`config.mk`:
```
export PLATFORM = sky130hd
export DESIGN_NAME = uart_echo_ctrl_flat
export DESIGN_NICKNAME = d
export VERILOG_FILES = /design/src/rtl/uart_echo_ctrl_if.sv /design/src/rtl/uart_echo_ctrl.sv /design/src/flat_wrapper.sv
export SDC_FILE = /design/constraint.sdc
export NUM_CORES = 1
export LEC_CHECK = 0
export ABC_AREA = 1
export CAP_MARGIN = 40
export CORE_MARGIN = 2
export CORE_UTILIZATION = 38
export DETAILED_ROUTE_END_ITERATION = 8
export PLACE_DENSITY = 0.64
export SLEW_MARGIN = 10
export SYNTH_ARGS = -nofsm -noshare
export SYNTH_HDL_FRONTEND = slang
export SYNTH_SLANG_ARGS = --single-unit
```
`constraint.sdc`:
```
create_clock -name sysclk -period 4.9 [get_ports sysclk]
set_input_delay 0.98 -clock sysclk [delete_from_list [all_inputs] [get_ports sysclk]]
set_output_delay 0.98 -clock sysclk [all_outputs]
set_load 0.02 [all_outputs]
```
`src/rtl/uart_echo_ctrl_if.sv`:
```
// Signal bundle between the echo controller and its UART RX/TX neighbours.
// The controller takes the slave view; the board top or a bench drives the master view.
interface uart_echo_ctrl_if #(
  parameter int unsigned DATA_BITS = 8,
  parameter int unsigned DEPTH     = 16,
  parameter int unsigned CNT_BITS  = 16
);
  localparam int unsigned LW = $clog2(DEPTH) + 1;

  logic [DATA_BITS-1:0] rx_data_in;
  logic                 rx_valid_in;
  logic                 tx_done_in;
  logic                 enable_in;
  logic                 clr_overflow_in;
  logic [DATA_BITS-1:0] tx_data_out;
  logic                 tx_start_out;
  logic [LW-1:0]        fifo_level_out;
  logic                 full_out;
  logic                 empty_out;
  logic                 overflow_out;
  logic [CNT_BITS-1:0]  drop_count_out;

  modport master (
    output rx_data_in, rx_valid_in, tx_done_in, enable_in, clr_overflow_in,
    input  tx_data_out, tx_start_out, fifo_level_out, full_out, empty_out,
           overflow_out, drop_count_out
  );

  modport slave (
    input  rx_data_in, rx_valid_in, tx_done_in, enable_in, clr_overflow_in,
    output tx_data_out, tx_start_out, fifo_level_out, full_out, empty_out,
           overflow_out, drop_count_out
  );
endinterface

```
`src/rtl/uart_echo_ctrl.sv`:
```
// Echo controller: buffers UART RX bytes in a FIFO and replays them to TX with a start/done handshake.
// Write-to-start is 2 cycles; RX is never stalled, so a write into a full FIFO is dropped and counted.
module uart_echo_ctrl #(
  parameter int unsigned DATA_BITS  = 8,
  parameter int unsigned DEPTH      = 16,
  parameter int unsigned MODE       = 0,
  parameter int unsigned TERM_CHAR  = 8'h0D,
  parameter int unsigned GAP_CYCLES = 0,
  parameter int unsigned CNT_BITS   = 16
) (
  input logic             sysclk,
  input logic             rst_in,
  uart_echo_ctrl_if.slave bus
);
  localparam int unsigned AW = $clog2(DEPTH);
  localparam int unsigned LW = AW + 1;
  localparam int unsigned GW = (GAP_CYCLES > 2) ? $clog2(GAP_CYCLES) : 1;

  localparam logic [DATA_BITS-1:0] TERM     = DATA_BITS'(TERM_CHAR);
  localparam logic [LW-1:0]        FULL_LVL = LW'(DEPTH);
  localparam logic [GW-1:0]        GAP_LAST = GW'((GAP_CYCLES > 0) ? GAP_CYCLES - 1 : 0);

  localparam logic [1:0] S_IDLE  = 2'd0;
  localparam logic [1:0] S_START = 2'd1;
  localparam logic [1:0] S_WAIT  = 2'd2;
  localparam logic [1:0] S_GAP   = 2'd3;

  logic [DATA_BITS-1:0] mem [DEPTH];
  logic [AW-1:0]        wr_ptr;
  logic [AW-1:0]        rd_ptr;
  logic [LW-1:0]        level;
  logic [LW-1:0]        pending_lines;
  logic                 rx_valid_q;
  logic                 flush;
  logic [1:0]           state;
  logic [GW-1:0]        gap_cnt;

  logic                 wr_evt;
  logic                 push;
  logic                 drop;
  logic                 pop;
  logic                 full;
  logic                 empty;
  logic                 eligible;
  logic                 push_term;
  logic                 pop_term;
  logic [DATA_BITS-1:0] head;

  // A held-high rx_valid_in must produce exactly one write, so only its rising edge counts.
  assign wr_evt = bus.rx_valid_in & ~rx_valid_q;
  assign full   = (level == FULL_LVL);
  assign empty  = (level == '0);
  assign push   = wr_evt & ~full;
  assign drop   = wr_evt & full;
  assign head   = mem[rd_ptr];

  assign eligible  = bus.enable_in & ~empty & ((MODE == 0) | (pending_lines != '0) | flush);
  assign pop       = (state == S_IDLE) & eligible;
  assign push_term = push & (bus.rx_data_in == TERM);
  assign pop_term  = pop & (head == TERM);

  assign bus.fifo_level_out = level;
  assign bus.full_out       = full;
  assign bus.empty_out      = empty;

  always_ff @(posedge sysclk or posedge rst_in) begin
    if (rst_in) begin
      rx_valid_q <= 1'b0;
    end else begin
      rx_valid_q <= bus.rx_valid_in;
    end
  end

  // Storage is not reset: contents are meaningless once the pointers are cleared.
  always_ff @(posedge sysclk) begin
    if (push) begin
      mem[wr_ptr] <= bus.rx_data_in;
    end
  end

  always_ff @(posedge sysclk or posedge rst_in) begin
    if (rst_in) begin
      wr_ptr <= '0;
      rd_ptr <= '0;
      level  <= '0;
    end else begin
      if (push) begin
        wr_ptr <= wr_ptr + AW'(1);
      end
      if (pop) begin
        rd_ptr <= rd_ptr + AW'(1);
      end
      if (push && !pop) begin
        level <= level + LW'(1);
      end else if (pop && !push) begin
        level <= level - LW'(1);
      end
    end
  end

  // Line mode: a FIFO filled without any terminator would deadlock, so it is flushed until empty.
  always_ff @(posedge sysclk or posedge rst_in) begin
    if (rst_in) begin
      pending_lines <= '0;
      flush         <= 1'b0;
    end else begin
      if (push_term && !pop_term) begin
        pending_lines <= pending_lines + LW'(1);
      end else if (pop_term && !push_term) begin
        pending_lines <= pending_lines - LW'(1);
      end
      if (empty) begin
        flush <= 1'b0;
      end else if (full && (pending_lines == '0)) begin
        flush <= 1'b1;
      end
    end
  end

  always_ff @(posedge sysclk or posedge rst_in) begin
    if (rst_in) begin
      bus.overflow_out   <= 1'b0;
      bus.drop_count_out <= '0;
    end else if (bus.clr_overflow_in) begin
      bus.overflow_out   <= 1'b0;
      bus.drop_count_out <= '0;
    end else if (drop) begin
      bus.overflow_out <= 1'b1;
      if (bus.drop_count_out != '1) begin
        bus.drop_count_out <= bus.drop_count_out + CNT_BITS'(1);
      end
    end
  end

  always_ff @(posedge sysclk or posedge rst_in) begin
    if (rst_in) begin
      state            <= S_IDLE;
      gap_cnt          <= '0;
      bus.tx_data_out  <= '0;
      bus.tx_start_out <= 1'b0;
    end else begin
      bus.tx_start_out <= (state == S_START);
      case (state)
        S_IDLE: begin
          if (pop) begin
            bus.tx_data_out <= head;
            state           <= S_START;
          end
        end
        S_START: begin
          state <= S_WAIT;
        end
        S_WAIT: begin
          if (bus.tx_done_in) begin
            if (GAP_CYCLES > 0) begin
              gap_cnt <= GAP_LAST;
              state   <= S_GAP;
            end else begin
              state <= S_IDLE;
            end
          end
        end
        S_GAP: begin
          if (gap_cnt == '0) begin
            state <= S_IDLE;
          end else begin
            gap_cnt <= gap_cnt - GW'(1);
          end
        end
        default: begin
          state <= S_IDLE;
        end
      endcase
    end
  end
endmodule

```
`src/flat_wrapper.sv`:
```
// flat-port wrapper written by rule: the top's interface ports become plain ports
module uart_echo_ctrl_flat 
#(
  parameter int unsigned DATA_BITS  = 8,
  parameter int unsigned DEPTH      = 16,
  parameter int unsigned MODE       = 0,
  parameter int unsigned TERM_CHAR  = 8'h0D,
  parameter int unsigned GAP_CYCLES = 0,
  parameter int unsigned CNT_BITS   = 16
)
  (sysclk, rst_in, bus_rx_data_in, bus_rx_valid_in, bus_tx_done_in, bus_enable_in, bus_clr_overflow_in, bus_tx_data_out, bus_tx_start_out, bus_fifo_level_out, bus_full_out, bus_empty_out, bus_overflow_out, bus_drop_count_out);
  uart_echo_ctrl_if #(.DATA_BITS(DATA_BITS), .DEPTH(DEPTH), .CNT_BITS(CNT_BITS)) bus_i ();
  input logic sysclk;
  input logic rst_in;
  input wire logic [$bits(bus_i.rx_data_in)-1:0] bus_rx_data_in;
  input wire logic [$bits(bus_i.rx_valid_in)-1:0] bus_rx_valid_in;
  input wire logic [$bits(bus_i.tx_done_in)-1:0] bus_tx_done_in;
  input wire logic [$bits(bus_i.enable_in)-1:0] bus_enable_in;
  input wire logic [$bits(bus_i.clr_overflow_in)-1:0] bus_clr_overflow_in;
  output wire logic [$bits(bus_i.tx_data_out)-1:0] bus_tx_data_out;
  output wire logic [$bits(bus_i.tx_start_out)-1:0] bus_tx_start_out;
  output wire logic [$bits(bus_i.fifo_level_out)-1:0] bus_fifo_level_out;
  output wire logic [$bits(bus_i.full_out)-1:0] bus_full_out;
  output wire logic [$bits(bus_i.empty_out)-1:0] bus_empty_out;
  output wire logic [$bits(bus_i.overflow_out)-1:0] bus_overflow_out;
  output wire logic [$bits(bus_i.drop_count_out)-1:0] bus_drop_count_out;
  assign bus_i.rx_data_in = bus_rx_data_in;
  assign bus_i.rx_valid_in = bus_rx_valid_in;
  assign bus_i.tx_done_in = bus_tx_done_in;
  assign bus_i.enable_in = bus_enable_in;
  assign bus_i.clr_overflow_in = bus_clr_overflow_in;
  assign bus_tx_data_out = bus_i.tx_data_out;
  assign bus_tx_start_out = bus_i.tx_start_out;
  assign bus_fifo_level_out = bus_i.fifo_level_out;
  assign bus_full_out = bus_i.full_out;
  assign bus_empty_out = bus_i.empty_out;
  assign bus_overflow_out = bus_i.overflow_out;
  assign bus_drop_count_out = bus_i.drop_count_out;
  uart_echo_ctrl #(.DATA_BITS(DATA_BITS), .DEPTH(DEPTH), .MODE(MODE), .TERM_CHAR(TERM_CHAR), .GAP_CYCLES(GAP_CYCLES), .CNT_BITS(CNT_BITS)) u_core (.sysclk(sysclk), .rst_in(rst_in), .bus(bus_i));
endmodule
```
---- After elaboration in Yosys (flattened, before gate mapping) ----
Memory sizes are Yosys's and may differ from the RTL's. A register that Yosys moved wholly into a read port is not among the register bits.
Index checks and enable logic that the tools add are counted.
word-level totals
  register bits after elaboration ......... 35
  RAM bits ................................ 128
  output and inout port bits .............. 33
  word-level logic and storage cells ...... 58
  memories kept ........................... 1
memory list
  name        depth  bits a word  read ports  clocked after memory_dff  wr ports  line                  text
  u_core.mem  16     8            1           1                         1         uart_echo_ctrl.sv:28  logic [DATA_BITS-1:0] mem [DEPTH];
operators by class
  add/sub/neg operators ................... 6
  equal/unequal tests ..................... 8
  multiplexer cells ....................... 14
  bitwise operators ....................... 8
  reduce and logical (&&, ||, !) cells .... 12
operators by type and width
  cell                                                    number
  two-way mux 16 bit                                      3
  adder 16 x 1 -> 16 bit (second input constant)          1
  inequality test 16 bit (second input constant)          1
  two-way mux 5 bit                                       2
  adder 4 x 1 -> 4 bit (second input constant)            2
  one-hot mux 2 bit (4 select lines)                      1
  two-way mux 2 bit                                       3
  nonzero test 2 bit                                      3
  adder 5 x 1 -> 5 bit (second input constant)            1
  AND 1 bit                                               5
  == test 5 bit (second input constant)                   1
  zero test 5 bit                                         1
  two-way mux 1 bit                                       5
  subtractor 5 x 1 -> 5 bit (second input constant)       1
  == test 2 bit (second input constant)                   2
  inequality test 2 bit (second input constant)           2
  AND reduction 2 bit                                     2
  inverter 1 bit                                          3
  AND reduction 3 bit                                     1
  == test 2 x 1 -> 1 bit (second input constant)          1
  logical AND 1 bit                                       2
  zero test 1 bit                                         2
  zero test 2 bit                                         1
  inequality test 2 x 1 -> 1 bit (second input constant)  1
  subtractor 1 bit (second input constant)                1

---- Longest topological paths before layout ----
Gate-level depths: netlist (run 1).
  depth in word-level cells ............... 7
  depth in mapped cells ................... 15

---- Worst setup path after synthesis (run 1) ----
Ideal clock, no wire load.
  kind .................................... input to register
  from .................................... in bus_enable_in
  to ...................................... reg u_core.level[4], in the netlist u_core.bus.fifo_level_out[4]
  setup time .............................. 66 ps
  arrival time ............................ 2530 ps
  data required time ...................... 4834 ps
  slack ................................... 2304 ps
  stages on the path ...................... 12
  buffers on the path ..................... 1
  cell sequence ........................... nor3b_1 > nand2_1 > buf_2 > ha_1 > inv_1 > fa_1 > nand2_1 > nand2_1 > a21oi_1 > xor2_1 > nand2_1 > nand2_1
between the ends
  longest elaborated chain between the ends .. 5
  elaborated cells between the ends (all ways) .. 7
  those cells by class .................... mux: 1; bitwise: 2; reduce/logical: 4
ends and longest elaborated chain
  item                                                     line                  text
  from (decl)                                              flat_wrapper.sv:18    input wire logic [$bits(bus_i.enable_in)-1:0] bus_enable_in;
  AND 1 bit *                                              uart_echo_ctrl.sv:57  assign eligible = bus.enable_in & ~empty & ((MODE == 0) | (pending_lines != '0) | flush);
  AND 1 bit *                                              uart_echo_ctrl.sv:58  assign pop = (state == S_IDLE) & eligible;
  zero test 1 bit                                          uart_echo_ctrl.sv:93  if (push && !pop) begin
  logical AND 1 bit                                        uart_echo_ctrl.sv:93
  two-way mux 5 bit or nonzero test 2 bit (tied branches)  --
  to (signal assigned)                                     uart_echo_ctrl.sv:94  level <= level + LW'(1);
  to (signal assigned)                                     uart_echo_ctrl.sv:96  level <= level - LW'(1);
  to (decl)                                                uart_echo_ctrl.sv:31  logic [LW-1:0] level;
Mark *: on every way between the ends. The rest lies on a longest branch, timed or not.
A chain may end at the register's enable or synchronous reset.

---- Final worst setup path (run 1) ----
  from .................................... in bus_rx_valid_in
  to ...................................... reg u_core.level[4], in the netlist u_core.bus.fifo_level_out[4]
between the ends
  longest elaborated chain between the ends .. 5
  elaborated cells between the ends (all ways) .. 7
  those cells by class .................... mux: 1; bitwise: 2; reduce/logical: 4
ends and longest elaborated chain
  item                                 line                  text
  from (decl)                          flat_wrapper.sv:16    input wire logic [$bits(bus_i.rx_valid_in)-1:0] bus_rx_valid_in;
  AND 1 bit *                          uart_echo_ctrl.sv:50  assign wr_evt = bus.rx_valid_in & ~rx_valid_q;
  AND 1 bit *                          uart_echo_ctrl.sv:53  assign push = wr_evt & ~full;
  via u_core.push                      uart_echo_ctrl.sv:39  logic push;
  zero test 1 bit                      uart_echo_ctrl.sv:95  end else if (pop && !push) begin
  logical AND 1 bit                    uart_echo_ctrl.sv:95
  nonzero test 2 bit (no source line)  --
Mark *: on every way through the listed nets, which the timed path passes. The rest lies on a longest branch.

==> metrics.log, run 1 <==
INFO  metric critical_path_required = 5.28 ns
INFO  metric cts_made_buffers = 17
INFO  metric status = completed
INFO  metric synthesis.nets = between 800 and 900
INFO  metric grt_use_total = 17.37%
INFO  metric finalMaxSlewViolations = 0
INFO  metric regToRegEndpoint = u_core.bus.fifo_level_out[4]
INFO  metric tritoncts_num_sinks = 170
INFO  metric grt_pass1_wl = approximately 29 mm
INFO  metric synth_enable_flop_cells = 128
INFO  metric timing.hold.ws = 0.4734 ns
INFO  metric pwr_density_cell = approximately 500 nW/um^2
INFO  metric initial_cell_density_of_the_core = 38.62%
INFO  metric finalInstanceArea = a little over 9000 um^2
INFO  metric synth_top_cell_by_area = edfxtp_1
INFO  metric hold_end = u_core.bus.tx_start_out
INFO  metric post_route_cells_drive_above_1_share = approximately 6.4%
INFO  metric synth.avg_cell_area = between 9 and 10 um^2
INFO  metric finalWirelength = 17.97 mm
INFO  metric max_slew_margin = approximately 40%
INFO  metric post_synth_num_cell_types = 30
INFO  metric tritoncts_clock_tree = yes
INFO  metric postCtsHoldBufs = 0
INFO  metric tns = 0 ns
INFO  metric io_pins = 47
INFO  metric worstHoldPathType = reg2reg
INFO  metric synth_top_flop_cell = edfxtp_1
INFO  metric cp_max_fo = 8
INFO  metric fp.dieW = 147.2 um
INFO  metric gr-total-overflow = 0
INFO  metric dieHeight = 147.2 um
INFO  metric critPathArrivalTime = between 3 and 4 ns
INFO  metric grt_setup_unrepaired = false
INFO  metric detailedRoute.firstIterationViolations = 348
INFO  metric post-route-drc-count = 0
INFO  metric critical_path.endpoint_type = flip-flop
INFO  metric ys_async_sr_fraction = about a quarter
INFO  metric finClkSkew = approximately 0.009 ns
INFO  metric worst-slew-pin-transition = about 0.9 ns
INFO  metric maximum_achievable_frequency = between 300 and 400 MHz
INFO  metric placement_rows = between 50 and 60
INFO  metric area_of_the_placeable_core = ~20000 um^2
INFO  metric fin_crit_sh = between 50% and 60%
INFO  metric cellLeakagePower = ~0.004 uW
INFO  metric synth.yosys.seq_area_share = between 60% and 70%
INFO  metric netlist_top_cells_area = edfxtp_1 49%, dfrtp_1 13%, nand2_1 13%
INFO  metric nets = 886
INFO  metric hold_path_depth = 1
INFO  metric grt_pass1_vias = 5334
INFO  metric synthesis.yosys.warnings = 0
INFO  metric maximum_number_of_pins_on_one_net_before_global_route_repair = 67
INFO  metric peak_supply_drop = 0.2974 mV
INFO  metric insertion_delay = 0.44 ns
INFO  metric syn_inst = 815
INFO  metric finalHoldViolCount = 0
INFO  metric netlist_area = a little under 8000 um^2
INFO  metric ctsLongestPathBuffers = 2
INFO  metric place_area = about 8600 um^2
INFO  metric synth.cells.most_frequent = 274 x nand2_1, 128 x edfxtp_1, 127 x inv_1, 108 x nand3_1, 43 x nor2_1
INFO  metric synth.top_cell.area_share = about half
INFO  metric postSynthRegisterBits = 170
INFO  metric cts.repair.resized = 0
INFO  metric num_antenna_cells = 0
INFO  metric period_minus_slack = 2.935 ns
INFO  metric dieArea = between 20000 and 25000 um^2
INFO  metric cap_violations = 0
INFO  metric timing.hold.worst.start = u_core.state[1]
INFO  metric r2r_cells = 15
INFO  metric clock_pin_slew_on_the_worst_setup_and_hold_paths = around 0.070 ns
INFO  metric drt_pass1_iterations = 5
INFO  metric final_standard_cell_utilization_of_the_core = between 40 and 50%
INFO  metric critPathLaunchType = primary input
INFO  metric gp_routability_congestion = roughly 0.82
INFO  metric filler_instances = between 1.5k and 2k
INFO  metric rrSetupSlack = ~2.3 ns
INFO  metric route.vias.total = about 5.5k
INFO  metric ant_nets = 0
INFO  metric synth.most_common_cell = nand2_1
INFO  metric area.growth.synth_to_final = 17.44%
INFO  metric detailed_place_hpwl = approximately 12 mm
INFO  metric antenna_found_initial = 0
INFO  metric timing_worst_setup_path_type = in2reg
INFO  metric route.detailed.vias_per_inst = 4.795
INFO  metric timing.rr.start = u_core.bus.fifo_level_out[0]
INFO  metric drt-wirelength-per-cell = between 15 and 20 um
INFO  metric h_tree_level_count = 4
INFO  metric clk_root_buffer_cell = clkbuf_16
INFO  metric post-cts-setup-buffer-count = 0
INFO  metric port_buffers = 46
INFO  metric final_setup_violations = 0
-- registers in the layout (all words and copies together) (netlist names) --
signal	flops
u_core.bus.overflow_out	1
u_core.bus.fifo_level_out	5
u_core.bus.tx_start_out	1
u_core.wr_ptr	4
u_core.bus.tx_data_out	8
u_core.rd_ptr	4
u_core.mem	128
u_core.bus.drop_count_out	16
u_core.rx_valid_q	1
u_core.state	2
-- through the flow --
stage / std cells / setup slack, ns / power (uW)
2_1_floorplan: 815 / 2.304 / 2872
3_3_place_gp: 1105 / 1.545 / 3361
3_5_place_dp: 1112 / 1.495 / 3411
4_1_cts: 1144 / 1.939 / 4741
5_1_grt: 1144 / 1.688 / 4978
6_report: 1144 / 1.965 / 4710
-- where the power goes --
part / internal (uW) / switching [uW]
combinational: 512 / 1020
sequential: 1700 / 134
clock: 709 / 625
total: 2930 / 1780
-- routing by layer --
| layer | global-route usage [%] | part of all wire (%) |
|---|---|---|
| met5 | 0 | 0 |
| met4 | 6.298 | 2.0 |
| met3 | 3.540 | 4.3 |
| met2 | 29.95 | 51 |
| met1 | 21.72 | 43 |
-- layout by cell type (no fill, tap or decap), drive strengths merged, types with 10 or more instances in the layout --
master	count
nand2	278
inv	139
edfxtp	128
nand3	110
clkdlybuf4s50	46
nor2	46
dfrtp	42
clkbuf	18
xor2	15
o21ai	13
ha	10
-- worst max path at each step --
stage                         start                           end  cells past startpoint
CTS                 bus_rx_valid_in  u_core.bus.fifo_level_out[4]                     14
global route        bus_rx_valid_in  u_core.bus.fifo_level_out[4]                     14
global placement    bus_rx_valid_in  u_core.bus.fifo_level_out[4]                     14
floorplan             bus_enable_in  u_core.bus.fifo_level_out[4]                     12
finish              bus_rx_valid_in  u_core.bus.fifo_level_out[4]                     14
detailed placement  bus_rx_valid_in  u_core.bus.fifo_level_out[4]                     14
-- cells by family (layout without fill, tap and decap cells) --
kind of cell               count (synthesis)  count (layout)  share of synthesized area (%)
AOI/OAI and AO/OA                         17              17                          1.317
xor gates and xnor gates                  18              18                          2.024
and+or+nand+nor                          441             441                          23.74
muxes                                      1               1                         0.1285
DFF                                      170             170                          62.83
buffers and inverters                    157             216                          8.095
adders and majority gates                 11              11                          1.863
-- critical path, stage by stage --
cell and delay, ns:
clkdlybuf4s50_1 0.48, inv_1 0.04, nor2_1 0.11, nand2_1 0.20
clkinv_1 0.19, ha_1 0.21, inv_1 0.11, fa_1 0.40
nand2_1 0.11, nand2_1 0.05, a21oi_1 0.15, xor2_1 0.15
nand2_1 0.06, nand2_1 0.06
-- area by class of cell --
cell class / count / area (um^2) / share of cell area (%)
sequential: 170 / 4896 / 53.51
multi-input combinational: 488 / 2265 / 24.75
timing repair buffer: 55 / 578.1 / 6.318
inverter: 129 / 484.2 / 5.293
clock buffer: 18 / 450.4 / 4.923
tap: 270 / 337.8 / 3.693
clock inverter: 14 / 137.6 / 1.504
(Power assumes the default switching activity.)
==> run 2, diff against run 1 <==
Settings changed: PLACE_DENSITY 0.64 to 0.66.
Clock period 4.9 ns to 2.67 ns, I/O delays scaled along.
==> metrics.log, run 2 (synthesized netlist as in run 1, its figures left out) <==
INFO  metric status = completed
INFO  metric cap_violations = 0
INFO  metric post_route_cells_drive_above_1_share = around 8.5%
INFO  metric dieArea = around 22000 um^2
INFO  metric critPathArrivalTime = about 1.9 ns
INFO  metric cts_made_buffers = 17
INFO  metric filler_instances = ~1.9k
INFO  metric antenna_found_initial = 0
INFO  metric tritoncts_num_sinks = 170
INFO  metric placement_rows = 52
INFO  metric most_frequent_standard_cell_in_the_layout_excluding_fill_and_tap_cells = nand2_1
INFO  metric final_setup_violations = 0
INFO  metric maximum_number_of_pins_on_one_net_before_global_route_repair = 66
INFO  metric num_antenna_cells = 0
INFO  metric grt_setup_unrepaired = false
INFO  metric port_buffers = 46
INFO  metric dieHeight = between 100 and 150 um
INFO  metric insertion_delay = 0.44 ns
INFO  metric timing.critical_path.cells = nor2_1 > nand2_1 > inv_1 > nand2_1 > inv_1 > clkdlybuf4s50_1
INFO  metric pwr_density_cell = about 930 nW/um^2
INFO  metric area.growth.synth_to_final = 19.24%
INFO  metric critPathLaunchType = flip-flop
INFO  metric max_flop_register = u_core.mem
INFO  metric post-route-drc-count = 0
INFO  metric grt_use_total = approximately 16%
INFO  metric fin_crit_sh = ~90%
INFO  metric cellLeakagePower = 0.004084 uW
INFO  metric max_stage_delay = 0.59 ns
INFO  metric timing.hold.ws = roughly 0.44 ns
INFO  metric ctsLongestPathBuffers = 2
INFO  metric mostFrequentLayoutCells = 274 x nand2_1, 128 x edfxtp_1, 125 x inv_1
INFO  metric finalWirelength = between 15 and 20 mm
INFO  metric max_slew_margin = approximately half
INFO  metric finalMaxSlewViolations = 0
INFO  metric gr-total-overflow = 0
INFO  metric largest_reg_flops = about 130
INFO  metric critical_path.slowest_cell = clkdlybuf4s50_1
INFO  metric route.vias.total = about 5.3k
INFO  metric area_of_the_placeable_core = around 20000 um^2
INFO  metric final_cell_count_no_fill = between 1k and 1.5k
INFO  metric finClkSkew = 0.01338 ns
INFO  metric gp_routability_congestion = roughly 0.8
INFO  metric ant_nets = 0
INFO  metric tritoncts_clock_tree = yes
INFO  metric top_regs = u_core.mem: 128 flops, u_core.bus.drop_count_out: 16 flops, u_core.bus.tx_data_out: 8 flops
INFO  metric cts.repair.resized = 0
INFO  metric final_critical_path_setup_slack = roughly 0.27 ns
INFO  metric io_pins = 47
INFO  metric post-cts-setup-buffer-count = 0
INFO  metric peak_supply_drop = approximately 0.48 mV
INFO  metric maximum_achievable_frequency = around 420 MHz
INFO  metric postCtsHoldBufs = 0
INFO  metric critical_path.endpoint_type = output pin
INFO  metric route.detailed.vias_per_inst = between 4 and 5
INFO  metric worstHoldPathType = in2async
INFO  metric cp_max_fo = 5
INFO  metric detailedRoute.firstIterationViolations = 386
INFO  metric finalHoldViolCount = 0
INFO  metric initial_cell_density_of_the_core = between 30 and 40%
INFO  metric worst_setup_slack_after_placement = approximately 0.048 ns
INFO  metric clock_pin_slew_on_the_worst_setup_and_hold_paths = about 0.07 ns
INFO  metric period_minus_slack = 2.404 ns
INFO  metric clk_root_buffer_cell = clkbuf_16
INFO  metric post-place-cells = roughly 1.1k
INFO  metric timing_worst_setup_path_type = reg2out
INFO  metric tns = 0 ns
INFO  metric drt_pass1_iterations = 5
INFO  metric grt_pass1_wl = between 20 and 30 mm
INFO  metric worst-slew-pin-transition = a little over 0.7 ns
INFO  metric fp.dieW = about 150 um
INFO  metric critical_path_required = approximately 2.1 ns
INFO  metric detailed_place_hpwl = between 10 and 15 mm
INFO  metric grt_pass1_vias = just over 5k
INFO  metric nets = just over 900
INFO  metric h_tree_level_count = 4
INFO  metric drt-wirelength-per-cell = around 14 um
-- run 2: cell types whose count changed in the layout (fill, tap and decap cells not counted) --
cell,before,now
buf_2,2,0
buf_12,1,3
inv_4,1,2
bufinv_16,0,1
inv_6,7,4
buf_4,2,26
clkinv_8,1,0
clkinvlp_4,0,1
clkbuf_8,0,1
buf_16,1,0
inv_8,4,2
clkinv_2,0,2
buf_8,3,0
-- run 2: per-layer routing --
metal / up-vias / wire length, um / GRT usage [%]
met3: 19 / 575 / 3.354
met2: 91 / 8466 / 27.99
met5: - / 0 / 0
met1: 2486 / 7592 / 20.92
met4: 0 / 240 / 5.288
li1: 2727 / - / -
-- run 2: through the flow --
step           power, uW  util [%]  cell area (um^2)
6_report            8673     46.05              9289
5_1_grt             9210     46.05              9289
4_1_cts             8752     46.05              9289
3_5_place_dp        6284     43.13              8698
3_3_place_gp        6249     43.13              8698
2_1_floorplan       5271         -              7790
-- run 2: worst paths after layout --
check,depth (start not counted),start,slack (ns),to
worst min-delay path,2,rst_in,0.44,u_core.bus.tx_data_out[0]
worst max-delay path,6,u_core.bus.fifo_level_out[0],0.27,bus_full_out
worst min register to register,1,u_core.state[1],0.48,u_core.bus.tx_start_out
max in group asynchronous,3,rst_in,1.72,u_core.bus.drop_count_out[14]
min in group sysclk,1,u_core.state[1],0.48,u_core.bus.tx_start_out
worst max register to register,14,u_core.bus.fifo_level_out[0],0.45,u_core.bus.fifo_level_out[4]
-- run 2: final cells by class --
cell class                 instances  area (um^2)  area share, %
inverter                         129        484.2          5.213
timing repair buffer              75        715.7          7.705
multi-input combinational        488         2265          24.38
clock buffer                      19        464.2          4.997
clock inverter                    13        126.4          1.360
sequential                       170         4896          52.71
tap                              270        337.8          3.637
-- run 2: power by group --
group / internal (uW) / leakage, uW / switching, uW / total (uW)
registers: 3130 / 0.00170 / 212 / 3340
clock network: 1390 / 0.000294 / 1080 / 2470
logic: 1010 / 0.00209 / 1860 / 2870
total: 5530 / 0.00408 / 3150 / 8670
-- run 2: critical path, delay by kind of cell, from the launching register on --
family | cells | cell delay (ns)
flops | 1 | 0.45
simple gates | 3 | 0.26
buf+inv | 3 | 0.72
